`src/rtl/frac_dec_seq.sv`:
```
// Sequential binary-fraction to decimal converter: one digit per cycle via multiply-by-10.
// Optional round-half-up of the last digit is enabled by defining FRAC_DEC_ROUND_EN.
module frac_dec_seq #(
  parameter int FRAC_W = 24,
  parameter int DIGITS = 5,
  parameter int BIN_W  = 17,
  parameter int LZ_W   = 3
) (
  input  logic                  clk,
  input  logic                  rst_n,
  input  logic                  in_valid,
  output logic                  in_ready,
  input  logic [FRAC_W-1:0]     in_frac,
  output logic                  out_valid,
  input  logic                  out_ready,
  output logic [4*DIGITS-1:0]   out_bcd,
  output logic [BIN_W-1:0]      out_bin,
  output logic [LZ_W-1:0]       out_lz,
  output logic                  out_carry
);

  localparam int CNT_W = $clog2(DIGITS + 1);

  typedef enum logic [1:0] {IDLE, CONV, RND, DONE} state_t;

  state_t              state, state_nxt;
  logic [CNT_W-1:0]    cnt;
  logic [FRAC_W-1:0]   acc;
  logic [FRAC_W+3:0]   prod;
  logic [3:0]          digit;
  logic                last_digit;
  logic [4*DIGITS-1:0] bcd;
  logic [BIN_W-1:0]    bin;
  logic [LZ_W-1:0]     lz;

`ifdef FRAC_DEC_ROUND_EN
  logic                carry;
  logic [4*DIGITS-1:0] bcd_rnd;
  logic                rnd_carry;

  // Decimal increment with carry ripple from the least significant digit
  function automatic logic [4*DIGITS-1:0] bcd_inc(input logic [4*DIGITS-1:0] v);
    logic [4*DIGITS-1:0] r;
    logic                c;
    r = v;
    c = 1'b1;
    for (int i = 0; i < DIGITS; i++) begin
      if (c) begin
        if (r[4*i +: 4] == 4'd9) begin
          r[4*i +: 4] = 4'd0;
        end else begin
          r[4*i +: 4] = r[4*i +: 4] + 4'd1;
          c = 1'b0;
        end
      end
    end
    return r;
  endfunction

  function automatic logic [LZ_W-1:0] count_lz(input logic [4*DIGITS-1:0] v);
    logic [LZ_W-1:0] n;
    logic            seen;
    n    = '0;
    seen = 1'b0;
    for (int i = DIGITS - 1; i >= 0; i--) begin
      if (!seen && v[4*i +: 4] == 4'd0) n = n + LZ_W'(1);
      else                              seen = 1'b1;
    end
    return n;
  endfunction

  assign bcd_rnd   = bcd_inc(bcd);
  // Only an all-nines vector wraps to zero on increment
  assign rnd_carry = (bcd_rnd == '0);
  assign out_carry = carry;
`else
  assign out_carry = 1'b0;
`endif

  // Shift-add times ten keeps the top nibble as the next decimal digit
  assign prod       = ({4'b0, acc} << 3) + ({4'b0, acc} << 1);
  assign digit      = prod[FRAC_W+3:FRAC_W];
  assign last_digit = (cnt == CNT_W'(DIGITS - 1));

  assign in_ready  = (state == IDLE);
  assign out_valid = (state == DONE);
  assign out_bcd   = bcd;
  assign out_bin   = bin;
  assign out_lz    = lz;

  always_comb begin
    state_nxt = state;
    case (state)
      IDLE: if (in_valid) state_nxt = CONV;
      CONV: begin
        if (last_digit) begin
`ifdef FRAC_DEC_ROUND_EN
          state_nxt = RND;
`else
          state_nxt = DONE;
`endif
        end
      end
      RND:  state_nxt = DONE;
      DONE: if (out_ready) state_nxt = IDLE;
      default: state_nxt = IDLE;
    endcase
  end

  always_ff @(posedge clk or negedge rst_n) begin
    if (!rst_n) state <= IDLE;
    else        state <= state_nxt;
  end

  // Working fraction: loaded on accept, replaced by the residual each digit
  always_ff @(posedge clk) begin
    if (state == IDLE && in_valid) acc <= in_frac;
    else if (state == CONV)        acc <= prod[FRAC_W-1:0];
  end

  always_ff @(posedge clk or negedge rst_n) begin
    if (!rst_n) begin
      cnt <= '0;
      bcd <= '0;
      bin <= '0;
      lz  <= '0;
    end else begin
      case (state)
        IDLE: begin
          if (in_valid) begin
            cnt <= '0;
            bcd <= '0;
            bin <= '0;
            lz  <= '0;
          end
        end
        CONV: begin
          cnt <= last_digit ? '0 : cnt + CNT_W'(1);
          bcd <= {bcd[4*DIGITS-5:0], digit};
          bin <= bin * BIN_W'(10) + BIN_W'(digit);
          // bin is still zero exactly while every earlier digit was zero
          if (bin == '0 && digit == 4'd0) lz <= lz + LZ_W'(1);
        end
`ifdef FRAC_DEC_ROUND_EN
        RND: begin
          if (acc[FRAC_W-1]) begin
            bcd <= bcd_rnd;
            bin <= bin + BIN_W'(1);
            lz  <= rnd_carry ? '0 : count_lz(bcd_rnd);
          end
        end
`endif
        default: ;
      endcase
    end
  end

`ifdef FRAC_DEC_ROUND_EN
  always_ff @(posedge clk or negedge rst_n) begin
    if (!rst_n)                          carry <= 1'b0;
    else if (state == IDLE && in_valid)  carry <= 1'b0;
    else if (state == RND)               carry <= acc[FRAC_W-1] & rnd_carry;
  end
`endif

endmodule

```
`config.mk`:
```
export PLATFORM = sky130hd
export DESIGN_NAME = frac_dec_seq
export DESIGN_NICKNAME = d
export VERILOG_FILES = /design/src/rtl/frac_dec_seq.sv
export SDC_FILE = /design/constraint.sdc
export NUM_CORES = 1
export LEC_CHECK = 0
export CAP_MARGIN = 20
export CORE_ASPECT_RATIO = 0.8
export CORE_MARGIN = 4
export CORE_UTILIZATION = 45
export DETAILED_ROUTE_END_ITERATION = 16
export PLACE_DENSITY = 0.82
export SYNTH_ARGS = -nofsm -noshare
export SYNTH_HDL_FRONTEND = slang
export SYNTH_SLANG_ARGS = --single-unit
export TNS_END_PERCENT = 30
```
`constraint.sdc`:
```
create_clock -name clk -period 3.6 [get_ports clk]
set_input_delay 0.36 -clock clk [delete_from_list [all_inputs] [get_ports clk]]
set_output_delay 0.36 -clock clk [all_outputs]
set_load 0.005 [all_outputs]
```
==> run summary <==
endpoints failing setup - 0
hold_ws - 0.377 ns
Post-Syn Nets - 685
Max Root-Sink Buffers - 2
synthesis-stage register bit count - 68
WL final - 15700 um
CORE AREA - 11600 um^2
Crit path required time - 3.88 ns
asr flop ratio synth - 0.647
Reg2Reg Setup Slack - 0.01 ns
Starting Density - 0.464
Syn Area/Cell - 9.02 um^2
Final Hold Viols - 0
Reg2Reg Depth - 16
post-route ant nets - 0
Netlist Area Pre-Place - 5380 um^2
Syn Inst Count - 597
Tmin final - 3.59 ns
Max Freq - 0.279 GHz
first-pass detailed-route iteration total - 6
DR vias - 5191
first-pass GRT wire length - 23900 um
TritonCTS clock tree - built
IO buf count - 69
vias in the first global route - 4938
leading cell type in the layout, fill and taps excluded - clkdlybuf4s50_1
# diodes - 0
Chip Height - 106 um
Setup crit start kind - register
initial antenna violation count - 0
Slew Viols, Final - 0
Detail Placement HPWL - 10700 um
Inserted Clock Buffers - 9
cell accounting for the most synthesized area - dfrtp_1
max cap viols - 0
Top FF cell, synth - dfrtp_1
Residual DRC - 0
Area contributors post-synth - dfrtp_1 20%, edfxtp_1 13%, ha_1 13%, nand2_1 4.6%, a21oi_1 4.0%
Global Route Usage Sum - 0.213
final core occ - 0.621
CTS Root Cell - clkbuf_16
post-synthesis sequential area ratio - 0.338
Worst Path Arrival - 3.87 ns
Worst-Skew Late Latency - 0.34 ns
WL per Instance - 18.5 um
kind of critical path - reg -> reg
Total Die Area - 13800 um^2
Vias per Instance - 6.12
DRT iter0 DRCs - 428
H-Tree Depth - 3
warnings from Yosys - 0
Worst Tran Pin Value - 0.670 ns
Yosys cell types - 70
worst-path maximum fanout - 5
Post-synth EDFFs - 24
skew final - 0.00497 ns
CTS clk-pin slew, worst paths - 0.06 ns
total congestion overflow - 0
most frequent cells in the layout - 68 x clkdlybuf4s50_1, 65 x nand2_1, 44 x dfrtp_1, 42 x buf_4, 41 x nor2_1
Top Ports - 71
RSZ-0062 raised after global routing - yes
# nets final - 783
largest net degree at the start of global routing - 45
fin crit share - 0.997
Slew HR - 0.553
Yosys top cell area share - 0.205
Worst Setup End Kind - register
# rows - 35
Placer Congestion - 0.943
ratio of cells with drive above 1 in the final layout - 0.180
Hold Path Class - in -> async
Die Wd - 130 um
TritonCTS Sinks - 68
synth-to-layout area growth - 33.9%
outcome - completed
flip-flops by register name, indices dropped and copies added, names as in the netlist:
register  flops
acc          24
out_bcd      20
out_bin      16
cnt           3
out_lz        3
state         2
synth_stat cells (all sizes together), types with 10 or more instances:
cell type and count:
a21oi 46, buf 11, nor3 13, ha 57
o21a 10, a22o 20, edfxtp 24, a21o 14
xor2 18, o21ai 44, nand4 12, nand3 18
xnor2 19, nor2 45, nand2 66, dfrtp 44
clkbuf 16, inv 20
worst paths after layout:
kind	from	endpoint
max	acc[15]$_DFFE_PP_	out_bin[16]$_DFFE_PN0P_
min	rst_n	out_bcd[11]$_DFFE_PN0P_
max reg2reg	acc[15]$_DFFE_PP_	out_bin[16]$_DFFE_PN0P_
min reg2reg	out_bcd[18]$_DFFE_PN0P_	out_bcd[18]$_DFFE_PN0P_
max in group asynchronous	rst_n	out_bin[15]$_DFFE_PN0P_
min in group clk	out_bcd[18]$_DFFE_PN0P_	out_bcd[18]$_DFFE_PN0P_
worst max-delay path, cell delays in order (launching register included):
cell and delay [ns]:
edfxtp_1 0.49, ha_4 0.31, a21oi_1 0.34, o211ai_1 0.24, a21oi_2 0.25, mux2i_1 0.24
o211ai_2 0.13, inv_1 0.08, ha_1 0.18, a21o_1 0.14, a21oi_2 0.06, nand2b_4 0.14
nor2_2 0.08, o211a_1 0.21, nand4_1 0.18, mux2_4 0.35, nand3_2 0.07
cell families after synthesis:
logic type / share of synthesized area
multiplexers: 0.0116
other: 0.000697
AO/OA/AOI/OAI: 0.232
adder cells (fa/ha/maj): 0.144
AND/OR/NAND/NOR: 0.176
XOR/XNOR: 0.0602
buffers and inverters: 0.0374
flip-flops: 0.338
through the flow:
step / instance area, um^2 / TNS [ns] / cells / setup slack (ns)
after detailed placement: 6310 / -0.135 / 811 / -0.0961
final: 7210 / 0 / 848 / 0.0114
after CTS: 6700 / 0 / 829 / 0.00203
after global routing: 7210 / -0.628 / 848 / -0.147
after global placement: 6310 / 0 / 811 / 0.0509
after floorplan: 5380 / 0 / 597 / 0.126
what timing repair did:
action                                  in CTS  in global routing
endpoints found under the hold margin        0                  4
gates resized for setup                      2                 58
hold buffers                                 0                  1
pin swaps                                    2                 25
buffers inserted                             2                 16
endpoints found under the setup margin       5                 11
area by class of cell:
class,instances,area [um^2]
clock buffer,10,250
clock inverter,6,116
fill,861,4400
inverter,20,75.1
multi-input combinational,482,3710
sequential,68,1820
tap,148,185
timing repair buffer,114,1050
routing by layer:
layer / wire [um] / vias to the layer above / global-route usage
met5: 0 / - / 0
met4: 403 / 0 / 0.0772
met3: 1090 / 43 / 0.0426
met1: 6900 / 2487 / 0.289
li1: - / 2403 / -
met2: 7320 / 258 / 0.336
Power is left out: the tool's default activity adds up to more than one toggle a clock period on the data nets, which glitch-free logic cannot reach.
